===== config.mk =====
export PLATFORM = sky130hd
export DESIGN_NAME = stream_decipher
export DESIGN_NICKNAME = d
export VERILOG_FILES = /design/src/rtl/stream_cypher_pkg.sv /design/src/rtl/stream_decipher_keystream_lfsr.sv /design/src/rtl/stream_decipher.sv
export SDC_FILE = /design/constraint.sdc
export NUM_CORES = 1
export LEC_CHECK = 0
export BUFFER_PORTS_ARGS = -buffer_cell sky130_fd_sc_hd__buf_2
export CORE_ASPECT_RATIO = 0.5
export CORE_MARGIN = 3
export CORE_UTILIZATION = 30
export CTS_CLUSTER_DIAMETER = 150
export DETAILED_ROUTE_END_ITERATION = 12
export PLACE_DENSITY = 0.52
export SKIP_LAST_GASP = 1
export SYNTH_ARGS = -nofsm -noshare
export SYNTH_HDL_FRONTEND = slang
export SYNTH_SLANG_ARGS = --single-unit

===== constraint.sdc =====
create_clock -name clk -period 3.8 [get_ports clk]
set_clock_uncertainty 0.05 [all_clocks]
set_input_delay 0.38 -clock clk [delete_from_list [all_inputs] [get_ports clk]]
set_output_delay 0.38 -clock clk [all_outputs]
set_load 0.01 [all_outputs]

===== src/rtl/stream_cypher_pkg.sv =====
// Shared defaults and FSM state type for the stream decipher.
// Optional byte counter is enabled by defining DECIPHER_CNT_EN.
package stream_cypher_pkg;

   localparam int DEFAULT_DATA_W = 8;
   localparam int DEFAULT_LFSR_W = 16;
   localparam logic [15:0] DEFAULT_TAPS = 16'hB400;

   typedef enum logic [0:0] {
      ST_IDLE = 1'b0,
      ST_RUN  = 1'b1
   } dec_state_e;

endpackage


===== src/rtl/stream_decipher_keystream_lfsr.sv =====
// Galois LFSR keystream generator; advances DATA_W steps per request
// through an unrolled combinational next-state chain.
module keystream_lfsr
   import stream_cypher_pkg::*;
#(
   parameter int LFSR_W = DEFAULT_LFSR_W,
   parameter int DATA_W = DEFAULT_DATA_W,
   parameter logic [LFSR_W-1:0] TAPS = LFSR_W'(DEFAULT_TAPS)
) (
   input  logic              clk,
   input  logic              rst,
   input  logic              load,
   input  logic [LFSR_W-1:0] seed,
   input  logic              advance,
   output logic [LFSR_W-1:0] state
);

   logic [LFSR_W-1:0] nxt;

   function automatic logic [LFSR_W-1:0] gstep(
      input logic [LFSR_W-1:0] s
   );
      gstep = (s >> 1) ^ (s[0] ? TAPS : '0);
   endfunction

   always_comb begin
      nxt = state;
      for (int i = 0; i < DATA_W; i++) begin
         nxt = gstep(nxt);
      end
   end

   always_ff @(posedge clk) begin
      if (rst) begin
         state <= '0;
      end else if (load) begin
         state <= seed;
      end else if (advance) begin
         state <= nxt;
      end
   end

endmodule


===== src/rtl/stream_decipher.sv =====
// Keyed stream decipher: XORs cipher bytes with an LFSR keystream.
// Define DECIPHER_CNT_EN to add the byte_cnt transfer counter port.
module stream_decipher
   import stream_cypher_pkg::*;
#(
   parameter int DATA_W = DEFAULT_DATA_W,
   parameter int LFSR_W = DEFAULT_LFSR_W,
   parameter logic [LFSR_W-1:0] TAPS = LFSR_W'(DEFAULT_TAPS)
) (
   input  logic              clk,
   input  logic              rst,
   input  logic              load_key,
   input  logic [LFSR_W-1:0] key,
   input  logic              in_valid,
   output logic              in_ready,
   input  logic [DATA_W-1:0] in_data,
   output logic              out_valid,
   input  logic              out_ready,
   output logic [DATA_W-1:0] out_data,
   output logic              key_err
`ifdef DECIPHER_CNT_EN
   ,
   output logic [15:0]       byte_cnt
`endif
);

   dec_state_e        state;
   logic [LFSR_W-1:0] lfsr;
   logic              xfer;
   logic              key_ok;

   assign key_ok = (key != '0);

   assign in_ready = (state == ST_RUN) && !load_key
                   && (!out_valid || out_ready);

   assign xfer = in_valid && in_ready;

   // A zero seed would lock the LFSR, so it is never loaded.
   keystream_lfsr #(
      .LFSR_W (LFSR_W),
      .DATA_W (DATA_W),
      .TAPS   (TAPS)
   ) u_lfsr (
      .clk     (clk),
      .rst     (rst),
      .load    (load_key && key_ok),
      .seed    (key),
      .advance (xfer),
      .state   (lfsr)
   );

   always_ff @(posedge clk) begin
      if (rst) begin
         state     <= ST_IDLE;
         out_valid <= 1'b0;
         out_data  <= '0;
         key_err   <= 1'b0;
      end else if (load_key) begin
         out_valid <= 1'b0;
         if (key_ok) begin
            state   <= ST_RUN;
            key_err <= 1'b0;
         end else begin
            state   <= ST_IDLE;
            key_err <= 1'b1;
         end
      end else if (xfer) begin
         out_data  <= in_data ^ lfsr[DATA_W-1:0];
         out_valid <= 1'b1;
      end else if (out_ready) begin
         out_valid <= 1'b0;
      end
   end

`ifdef DECIPHER_CNT_EN
   always_ff @(posedge clk) begin
      if (rst || load_key) begin
         byte_cnt <= '0;
      end else if (xfer) begin
         byte_cnt <= byte_cnt + 16'd1;
      end
   end
`endif

endmodule


==> summary.md, run 1 <==
The flow ran to the end, and the final reports show no timing, DRC or antenna violations. At the end of the flow, the number of nets in the layout was 225. After layout, the minimum clock period comes to 2.19 ns. Cells fill 37.6% of the core in the end.

Across every metal layer, demand over resource in global routing totals 13.1%. The top flip-flop cell by instance count after synthesis was sky130_fd_sc_hd__dfxtp_1. The transition at the pin with the smallest max-transition slack came out at 0.522 ns. The synthesized design spends more area on one cell type than any other, namely sky130_fd_sc_hd__dfxtp_1.

Wires add up to 3.82 mm. Count of endpoints failing setup in the final report: 0. Broken down by cell family, the worst path's largest delay share belongs to simple AND/OR/NAND/NOR gates.

The half-perimeter wire length after detailed placement was 2.82 mm. Summed over all cells, the static leakage comes to 0.662 nW. By count the netlist is led by sky130_fd_sc_hd__dfxtp_1, sky130_fd_sc_hd__xnor2_1, sky130_fd_sc_hd__nand2_1. The number of port buffers works out to 39.

The placement-stage cell area is 0.00167 sq mm. Number of synthesized register bits: 27. After synthesis, the largest family of logic cells by area is compound AO/OA/AOI/OAI gates.

Counting flops with a built-in enable in the synthesized netlist gives 0. Cells with a size suffix above 1 make up 27.7% of the layout. After clock tree synthesis, the repair step resized 0 gates. The number of rows in the core area came out at 17. The run gives 0 as the final count of pins violating max slew. Of all nets on the critical path, the largest fanout is 19. The tools report the number of hold violations in the final report as 0. CTS saw 27 sinks. Relative to the synthesized area, the layout overhead comes to 17.1%. The congestion estimate from routability-driven global placement came to 0.837. The post-route clock period utilization works out to 57.7%. The number of H-tree levels is 1, and the share of synthesized cell area in full adder, half adder and majority cells is 0%. Once detail routing completed, the nets flagged for antenna violations numbered 0. For the total I/O pin count, the log shows 40. The clock passes through at most 2 buffers.

The critical path's slowest cell was sky130_fd_sc_hd__and3_1. The worst setup path is captured at a flop. For this block, the via count after detailed routing is 1283. For this configuration, the core starts out at a cell density of 32.1%.

In this run the tightest slew margin relative to its limit is 65.1%. The path class of the tightest hold or removal check is in -> reg. The placeable core region is 0.00455 sq mm, and the clock transition at the registers of the reported paths is 0.09 ns. The critical path goes through nor2b_1, and3_1, buf_4, nand2_1, a311oi_1. In this run the power density over the cells is 358 mW/mm^2.

The first global-routing pass estimated 6.19 mm of wire. The tools report the initial antenna violation count as 0. The run gives 199 as the post-synthesis net count.

The number of fill cells in the layout is 492, and the maximum clock frequency is 456 MHz. After detailed routing, the number of remaining DRC violations is 0. The number of global-route vias before repair was 1213; the die width was 105 microns. The tools report the accumulated negative setup slack as 0 ns. Summing the areas of all compound-gate instances in the mapped netlist gives 23.1% of the synthesized area. Counting flops with an async set or reset pin after synthesis yields a share of 0%.

Global routing finished with a remaining overflow of 0. After clock tree synthesis, the setup repair step added 0 buffers. Counting the buffers created by CTS gives 3. The floorplan step defined a die boundary enclosing 0.00579 sq mm. The clock reaches the later pin of the worst-skew pair after 0.28 ns. In this run, distinct cell masters in the synthesized netlist total 32.

The count of synthesis-stage warnings from yosys is 0. The post-synthesis sequential area ratio is 37.0%, and the share of the synthesized area in the top cell type is 37.0%. The share of the synthesized netlist area taken by xor and xnor gates is 16.8%, and the data arrival time of the worst path is 2.34 ns.

The synthesized netlist occupies a cell area of 0.00146 sq mm. CTS placed an instance of sky130_fd_sc_hd__clkbuf_8 at the clock tree root. After detailed routing, the number of vias per cell comes to 4.92.

The finished cells cover 0.00171 sq mm. Before antenna repair, the detailed router went through 4 iterations. Data required time of the worst path: 3.95 ns. The maximum number of pins on one net before global-route repair was 23; the number of hold-repair buffers added at the cts stage was 0. The longest individual stage delay on the worst path is 0.56 ns. The die is 55.3 microns tall. TritonCTS built the clock tree.

The combined buffer and inverter count along the critical path was 1. Synthesis produced 170 cells. The number of antenna cells inserted was 0.

After synthesis, the cell types taking the most area are sky130_fd_sc_hd__dfxtp_1, sky130_fd_sc_hd__xnor2_1, sky130_fd_sc_hd__nand2_1. The critical path in this run is classified as reg -> reg. Max capacitance violation total: 0. Setup repair after global routing left no endpoint under its margin. Startpoint type of the worst setup path: a flop. Yosys instantiated no cell more often than sky130_fd_sc_hd__dfxtp_1. The worst voltage drop across the vdd grid was 0.152 mV; the simple-gate share of the synthesized area was 16.0%.

The violation count after the first detailed-route iteration was 88; the average wire length per cell after detail routing was 14.6 microns. The average size of a mapped cell works out to 8.59 sq um. The mux share of post-synthesis cell area is 0%.
## worst paths after layout
check	startpoint	to	slack (ns)	cells past startpoint
worst min register to register	u_lfsr.state[8]	u_lfsr.state[8]	0.43	2
worst max register to register	state	u_lfsr.state[15]	1.61	5
worst min-delay path	key[9]	u_lfsr.state[9]	0.30	3
worst max-delay path	state	u_lfsr.state[15]	1.61	5
## where the power goes
part | internal, W | switching [W]
Clock | 0.0000755 | 0.0000942
Sequential | 0.000299 | 0.0000194
Combinational | 0.0000620 | 0.0000624
Total | 0.000437 | 0.000176
## tightest hold or removal path, stage by stage
cell and delay (ns):
sky130_fd_sc_hd__buf_2 0.10, sky130_fd_sc_hd__nand2_1 0.05, sky130_fd_sc_hd__o22ai_1 0.06
## cells in the final DEF, fill, tap and decap left out, types with 3 or more instances in the layout
master	instances
sky130_fd_sc_hd__a211oi_1	9
sky130_fd_sc_hd__a311oi_1	5
sky130_fd_sc_hd__nand2_1	20
sky130_fd_sc_hd__nor2_1	13
sky130_fd_sc_hd__a21oi_1	4
sky130_fd_sc_hd__o22ai_1	3
sky130_fd_sc_hd__a22oi_1	3
sky130_fd_sc_hd__buf_4	3
sky130_fd_sc_hd__a21oi_2	3
sky130_fd_sc_hd__a31oi_1	5
sky130_fd_sc_hd__xnor2_1	25
sky130_fd_sc_hd__clkbuf_8	3
sky130_fd_sc_hd__dfxtp_1	27
sky130_fd_sc_hd__a21o_1	3
sky130_fd_sc_hd__o211ai_2	3
sky130_fd_sc_hd__or4_1	3
sky130_fd_sc_hd__buf_2	39
sky130_fd_sc_hd__xor2_1	3
sky130_fd_sc_hd__nand3_1	4
sky130_fd_sc_hd__nand4_1	3
## cells by family after synthesis
group                  Yosys count
AND/OR/NAND/NOR                 50
XOR/XNOR                        28
AO/OA/AOI/OAI                   42
flip-flops                      27
buffers and inverters           23
## flip-flops by register name (all words and copies together) (netlist names)
register      cells
u_lfsr.state     16
out_data          8
state             1
key_err           1
out_valid         1
## stage by stage
stage | power, W | setup WS, ns | std cells | hold slack (ns)
after global routing | 0.000642 | 1.42 | 261 | 0.332
after global placement | 0.000449 | 1.51 | 257 | 0.408
final | 0.000613 | 1.61 | 261 | 0.304
after detailed placement | 0.000450 | 1.41 | 257 | 0.414
after CTS | 0.000619 | 1.63 | 261 | 0.303
after floorplan | 0.000412 | 1.81 | 170 | 0.391
## cell type report
cell class              count  area (sq um)  share of cell area [%]
multi-input cells         120           817                    47.8
inverters                   2          7.51                   0.439
well taps                  66          82.6                    4.83
clock buffers               4          45.0                    2.63
repair buffers             42           218                    12.7
flip-flops and latches     27           541                    31.6
## metal layers
layer	vias to the layer above	wire length (microns)	global-route usage, %
li1	638	-	-
met1	602	1910	18.8
met2	39	1660	20.2
met3	4	237	3.50
met4	0	12	1.68
met5	-	0	0
Power figures use the tool's default switching activity.
==> inputs of run 2 (changes only) <==
- PLACE_DENSITY: 0.52 -> 0.53
- clock period: 3.8 -> 2 ns (I/O delays scaled with it)
==> summary.md, run 2 (synthesis gave the netlist of run 1 again) <==
The run finished with clean final reports. Data arrival time of the worst path: 1.83 ns (-0.51 ns). The tools report the clock root buffer as sky130_fd_sc_hd__clkbuf_8.

The library cell used most frequently in the layout, excluding fill and tap cells, is sky130_fd_sc_hd__buf_2. The tools report the count of endpoints failing setup in the final report as 0 (unchanged). Insertion delay to the later sink of the worst-skew pair: 0.27 ns (about the same). Worst setup path category: in -> reg.

The longest individual stage delay on the worst path is 0.55 ns (about the same). The number of flip-flops in the largest register was 16 (unchanged); the number of remaining DRC errors was 0 (unchanged). The number of rows in the core area was 17 (unchanged). Relative to the synthesized area, the layout overhead comes to 21.3%. The post-cts sizing count came out at 0 (unchanged). Grouping stages by cell kind, the critical path spends the most delay in compound AO/OA/AOI/OAI gates. Walking the worst path, the cells encountered are buf_2, or4_4, o41ai_4, buf_12, nor2_1, a311oi_1. The tools report the all-layer global routing usage as 13.3% (+0.22 points). The area taken by multi-input logic gates was 817 sq um (unchanged). The final count of pins violating max slew is 0 (unchanged). Number of cells on the worst reg-to-reg path: 5 (unchanged). Combined buffer and inverter count along the critical path: 2 (+1). The global-route wire length before repair was 6.38 mm (+3.0%); the transition at the pin with the smallest max-transition slack was 0.373 ns (-0.149 ns). The clock transition at the registers of the reported paths was 0.09 ns (about the same). For the maximum number of pins on one net before global-route repair, the log shows 22 (-4.3%). STA classifies the critical path startpoint as an input pin. The initial core utilization was 32.1% (unchanged).

The leakage power summed over all cells is 0.694 nW (+4.9%), and the fraction of final layout cells sized beyond drive strength 1 is 30.3% (+2.7 points). The maximum clock frequency is 589 MHz. The die width was 105 microns (unchanged); the total clock buffers created by CTS was 3 (unchanged). The accumulated negative setup slack was 0 ns (unchanged). The number of H-tree levels is 1 (unchanged), and the number of global-route vias before repair is 1279 (+5.4%).

The average wire length per cell after detail routing is 13.8 microns (-5.8%), and the shortest clock period the worst path allows after layout is 1.70 ns. The number of port buffers was 39 (unchanged). The logs give 0 (unchanged) for the total congestion overflow and 4 (unchanged) for the total iterations of the first detailed-routing run.

The maximum clock insertion buffer count is 2 (unchanged). u_lfsr.state holds more flip-flops than any other register. The run gives 541 sq um (unchanged) as the register area. The data required time of the worst path was 2.14 ns (-1.81 ns); the number of clock sinks seen by CTS was 27 (unchanged). The number of vias after detailed routing is 1279 (-0.31%), and the die height is 55.3 microns (unchanged). The run gives 2.84 mm (+0.77%) as the half-perimeter wire length after detailed placement. The total I/O pin count came out at 40 (unchanged).

The hold path depth is 3 (unchanged), and the post-route clock period utilization is 84.9%. The final worst-path setup slack is 0.301 ns (-1.31 ns), and the number of fill cells in the layout is 515 (+4.7%). Post-CTS repair timing setup buffer count: 0 (unchanged). For the headroom to the max-slew limit, the log shows 75.0% (+9.9 points). For the placement-stage cell area, the log shows 0.00172 sq mm (+3.5%). The placeable core region came out at 0.00455 sq mm (unchanged).

Setup repair after global routing left no endpoint under its margin. Power per unit of standard cell area: 658 mW/mm^2 (+84%). The maximum fanout along the worst path came out at 20 (+1). For the weighted congestion reported at the end of routability-driven placement, the log shows 0.800 (-4.3%).

The violation count after the first detailed-route iteration is 141 (+60%), and the max capacitance violation total is 0 (unchanged). The worst voltage drop across the vdd grid is 0.241 mV (+58%). For the net count reported at finish, the log shows 231 (+2.7%). The path length in cells of the critical path is 6 (+1), and the total wire length after detailed routing is 3.68 mm (-3.6%). The final standard cell area without fillers is 0.00177 sq mm (+3.6%). The worst setup path is captured at a flop.

The pre-CTS setup slack was 0.0125 ns (-1.40 ns); the die outline area was 0.00579 sq mm (unchanged). For the number of antenna cells inserted, the log shows 0 (unchanged). Leaving out fill and tap cells, the most frequent cells in the layout are sky130_fd_sc_hd__buf_2, sky130_fd_sc_hd__dfxtp_1, sky130_fd_sc_hd__xnor2_1.

Average via count per standard cell: 4.79 (-2.6%). The min-delay analysis places its worst path in the category in -> reg. The initial antenna violation count came out at 0 (unchanged).

The largest individual stage delay along the critical path comes from the cell sky130_fd_sc_hd__or4_4. The tools report the number of hold violations in the final report as 0 (unchanged). The number of hold-repair buffers added at the cts stage is 0 (unchanged). TritonCTS built the clock tree. The tools report the number of nets with antenna violations after routing as 0 (unchanged). The largest registers in the layout are u_lfsr.state x16, out_data x8.
-- run 2: cell types whose count changed in the layout (fill, tap and decap cells not counted), sizes merged --
cell,previous run,this run
clkbuf,4,3
buf,42,48
clkinvlp,0,1
-- run 2: cell type report --
type / instances / share of cell area, %
clock inverter: 1 / 0.424
sequential: 27 / 30.5
timing repair buffer: 48 / 15.5
inverter: 2 / 0.424
clock buffer: 3 / 2.33
multi-input combinational: 120 / 46.1
tap: 66 / 4.66
-- run 2: power breakdown --
part           total, W  internal (W)  switching, W
clock network  0.000315      0.000141      0.000174
registers      0.000605      0.000569     0.0000362
logic          0.000245      0.000126      0.000118
total           0.00116      0.000837      0.000328
-- run 2: worst reg2reg max path: stages (launching register included) --
cell	delay, ns
sky130_fd_sc_hd__dfxtp_1	0.32
sky130_fd_sc_hd__nand2b_1	0.25
sky130_fd_sc_hd__and3_1	0.24
sky130_fd_sc_hd__buf_4	0.25
sky130_fd_sc_hd__nand2_1	0.10
sky130_fd_sc_hd__a311oi_1	0.25
-- run 2: metrics by stage --
stage / cells / util, % / hold slack (ns) / total power (W)
after floorplan: 170 / - / 0.222 / 0.000784
after global placement: 263 / 37.9 / 0.405 / 0.000862
after detailed placement: 263 / 37.9 / 0.415 / 0.000862
after CTS: 267 / 38.9 / 0.124 / 0.00119
after global routing: 267 / 38.9 / 0.127 / 0.00123
final: 267 / 38.9 / 0.134 / 0.00116
-- run 2: per-layer routing --
layer  wire [microns]  global-route usage [%]
met5                0                       0
met4               42                    2.43
met3              243                    4.20
met2             1620                    19.6
met1             1780                    19.2
-- run 2: path summary, 6_finish.rpt --
path,startpoint,slack (ns),to
min,key[9],0.13,u_lfsr.state[9]
min reg2reg,state,0.42,state
max,key[10],0.30,u_lfsr.state[14]
max reg2reg,out_valid,0.46,u_lfsr.state[15]
==> inputs of run 3 (changes only) <==
- ABC_AREA: not set -> 1
- PLACE_DENSITY: 0.53 -> 0.51
- clock period: 2 -> 1.7 ns (I/O delays scaled with it)
==> summary.md, run 3 <==
The flow ran to the end, and the final reports show no timing, DRC or antenna violations. The worst register-to-register path begins at out_valid. The net switching component of the power was 0.000429 W (+31%); the count of synthesis-stage warnings from yosys was 0 (unchanged). The internal power consumption was 0.00112 W (+34%); the data arrival time of the worst path was 1.54 ns (-0.29 ns). The number of enable-type register cells in the synthesized netlist was 0 (unchanged); the cell count after synthesis was 253 (+49%). Share of the synthesized area in the top cell type: 31.5% (-5.5 points).

For the global-route wire length before repair, the log shows 7.25 mm (+14%). The tools report the total iterations of the first detailed-routing run as 4 (unchanged). Compound-cell area share of the yosys netlist: 9.77% (-13 points). Number of rows in the core area: 18 (+1).

Register name with the most flops: u_lfsr.state. Number of cells on the worst reg-to-reg path: 7 (+2). Worst setup path category: reg -> reg.

The number of flip-flops in the largest register is 16 (unchanged), and the initial antenna violation count is 0 (unchanged). Yosys attributes the largest share of cell area to sky130_fd_sc_hd__dfxtp_1, sky130_fd_sc_hd__nand2_1, sky130_fd_sc_hd__nand3_1. For the minimum setup slack among reg-to-reg paths, the log shows 0.30 ns (-0.16 ns).

For the max capacitance violation total, the log shows 0 (unchanged). The fraction of final layout cells sized beyond drive strength 1 was 23.0% (-7.3 points). The most used flip-flop cell after synthesis is sky130_fd_sc_hd__dfxtp_1. TritonCTS built the clock tree. Total chip power: 0.00155 W (+33%). The logs give 59 (-58%) for the violation count after the first detailed-route iteration and 0 (unchanged) for the number of hold violations in the final report. For the post-cts sizing count, the log shows 0 (unchanged). Relative to the synthesized area, the layout overhead comes to 17.9%.

The share of synthesized cell area in full adder, half adder and majority cells was 0% (unchanged). Setup repair after global routing left no endpoint under its margin. The tools report the final count of pins violating max slew as 0 (unchanged). Leaving out fill and tap cells, the most frequent cell in the layout is sky130_fd_sc_hd__nand2_1. The power per unit of standard cell area is 766 mW/mm^2 (+17%). The die height came out at 59.5 microns (+7.5%). The number of remaining DRC errors is 0 (unchanged), and the maximum number of pins on one net before global-route repair is 32 (+45%). For the placed instance count, the log shows 348 (+32%). The class of the tightest hold or removal check was in -> reg. Average size of a mapped cell: 6.78 sq um (-21%). The mux share of post-synthesis cell area was 0% (unchanged); the total I/O pin count was 40 (unchanged). The routed design could run at a clock period as short as 1.40 ns. The worst register-to-register path ends at u_lfsr.state[0]. By area, the combinational part of the netlist is dominated by simple AND/OR/NAND/NOR gates. The total clock buffers created by CTS came out at 3 (unchanged). The post-route core utilization was 38.7% (-0.23 points). The share of the synthesized netlist area taken by xor and xnor gates was 10.2% (-6.6 points).

The clock root buffer was sky130_fd_sc_hd__clkbuf_16. Endpoint class of the critical path: a flop. In the final layout, the registers with the most flip-flops are u_lfsr.state x16, out_data x8. The run gives 0.750 (-6.3%) as the weighted congestion reported at the end of routability-driven placement. The logs give 1509 (+18%) for the number of global-route vias before repair and 32.8% (+0.75 points) for the initial core utilization. Number of port buffers: 39 (unchanged). Counting instances in the post-synthesis netlist gives the leading cell types as sky130_fd_sc_hd__nand2_1, sky130_fd_sc_hd__nand3_1, sky130_fd_sc_hd__dfxtp_1. The tools report the number of hold-repair buffers added at the cts stage as 0 (unchanged). In the layout the commonest cells are sky130_fd_sc_hd__nand2_1, sky130_fd_sc_hd__buf_2, sky130_fd_sc_hd__nand3_1. For the number of antenna cells inserted, the log shows 0 (unchanged). The cell type with the largest total area after synthesis was sky130_fd_sc_hd__dfxtp_1. Maximum fanout along the worst path: 24 (+20%). The average via count per standard cell is 4.53 (-5.5%).

For the data required time of the worst path, the log shows 1.84 ns (-0.30 ns). The run gives 0 ns (unchanged) as the accumulated negative setup slack. The startpoint type of the worst setup path was a flop. The leakage power summed over all cells came out at 0.947 nW (+36%). Based on the critical path, the design can be clocked at up to 715 MHz. Post-CTS repair timing setup buffer count: 0 (unchanged). Among all cell types in the netlist, the one instantiated most often is sky130_fd_sc_hd__nand2_1. For the post-synthesis cell area, the log shows 0.00172 sq mm (+17%). The total wire length after detailed routing is 4.45 mm (+21%). The switching portion of total power is 27.7% (-0.48 points). Routing usage on met3: 3.87% (-0.33 points). The number of H-tree levels is 1 (unchanged), and the post-synthesis sequential area ratio is 31.5% (-5.5 points). Most congested layer reported by global routing: met1. The number of clock sinks seen by CTS came out at 27 (unchanged). The run gives 19.3% (-1.7 points) as the part of the total power dissipated in combinational logic.

Dividing the final minimum period by the clock period gives 82.3%. The average wire length per cell after detail routing was 12.6 microns (-8.3%). The run gives 19.4% (-0.19 points) as the met2 track utilization from global routing.

The proportion of synthesized flip-flops having asynchronous set or reset was 0% (unchanged). In this run the worst setup path terminates at u_lfsr.state[0]. The clock share of power was 34.9% (+7.8 points); the headroom to the max-slew limit was 57.0% (-18 points).

The die width is 113 microns (+7.9%). The logs give 312 (+35%) for the net count reported at finish and 0.403 mV (+68%) for the worst voltage drop across the vdd grid. The count of distinct cell types in the synthesized netlist was 23 (-28%); the maximum clock insertion buffer count was 2 (unchanged). The number of vias after detailed routing was 1594 (+25%); the number of fill cells in the layout was 586 (+14%). Placeable core region: 0.00523 sq mm (+15%). The all-layer global routing usage came out at 13.6% (+0.27 points).

The half-perimeter wire length after detailed placement is 3.26 mm (+15%), and the insertion delay to the later sink of the worst-skew pair is 0.26 ns (about the same). The number of nets with antenna violations after routing was 0 (unchanged); the number of synthesized register bits was 27 (unchanged). Clock transition at the registers of the reported paths: 0.07 ns (-0.02 ns). The number of standard cells in the final layout excluding fillers is 352 (+32%), and the transition at the pin with the smallest max-transition slack is 0.645 ns (+0.272 ns).

The met1 routing resource usage after global routing is 20.4% (+1.2 points). The simple-gate share of the synthesized area was 38.2% (+22 points); the post-synthesis net count was 282 (+42%). The launch point of the worst path was out_valid. The die outline area was 0.00672 sq mm (+16%). The count of endpoints failing setup in the final report was 0 (unchanged); the total congestion overflow was 0 (unchanged). For the portion of total power attributed to sequential cells, the log shows 45.9% (-6.0 points).
==> run 3: worst min path at each step <==
stage / start / end / slack [ns] / cells after the start
2_1_floorplan: in_data[6] / out_data[6] / 0.31 / 3
3_3_place_gp: out_data[1] / out_data[1] / 0.40 / 2
3_5_place_dp: out_data[4] / out_data[4] / 0.40 / 2
4_1_cts: in_data[1] / out_data[1] / 0.15 / 4
5_1_grt: in_data[4] / out_data[4] / 0.18 / 4
6_report: in_data[6] / out_data[6] / 0.16 / 4
==> run 3: stage by stage <==
step / area, sq um / hold slack [ns] / worst slack, ns
6_report: 2020 / 0.157 / 0.301
5_1_grt: 2020 / 0.183 / 0.198
4_1_cts: 2020 / 0.154 / 0.287
3_5_place_dp: 1940 / 0.405 / 0.309
3_3_place_gp: 1940 / 0.402 / 0.268
2_1_floorplan: 1720 / 0.314 / 0.394
==> run 3: routing by layer <==
layer | up-vias | part of all wire [%]
met5 | - | 0
met3 | 2 | 4.9
met1 | 705 | 55
met4 | 0 | 0.25
li1 | 854 | -
met2 | 33 | 40
==> run 3: power by group through the flow <==
stage	Combinational (W)	Sequential [W]	Clock, W
floorplan	0.000232	0.000700	0
global placement	0.000296	0.000725	0
detailed placement	0.000299	0.000726	0
CTS	0.000301	0.000711	0.000556
global route	0.000340	0.000717	0.000576
finish	0.000299	0.000710	0.000540
==> run 3: kinds of logic after synthesis <==
family | Yosys count
AOI/OAI and AO/OA | 26
xor gates and xnor gates | 20
buffers and inverters | 36
DFF | 27
and+or+nand+nor | 144
==> run 3: area by class of cell <==
| type | count | area [sq um] | share of cell area (%) |
|---|---|---|---|
| Clock buffer | 4 | 78.8 | 3.90 |
| Tap cell | 70 | 87.6 | 4.33 |
| Inverter | 16 | 63.8 | 3.16 |
| Sequential cell | 27 | 541 | 26.7 |
| Multi-Input combinational cell | 190 | 998 | 49.4 |
| Timing Repair Buffer | 45 | 253 | 12.5 |
==> run 3: worst max-delay path: stages (launching register included) <==
cell,delay (ns)
sky130_fd_sc_hd__dfxtp_1,0.32
sky130_fd_sc_hd__inv_1,0.04
sky130_fd_sc_hd__nor2_1,0.21
sky130_fd_sc_hd__nor2_4,0.06
sky130_fd_sc_hd__nand2_4,0.07
sky130_fd_sc_hd__buf_4,0.28
sky130_fd_sc_hd__nand3_1,0.14
sky130_fd_sc_hd__a21oi_2,0.15
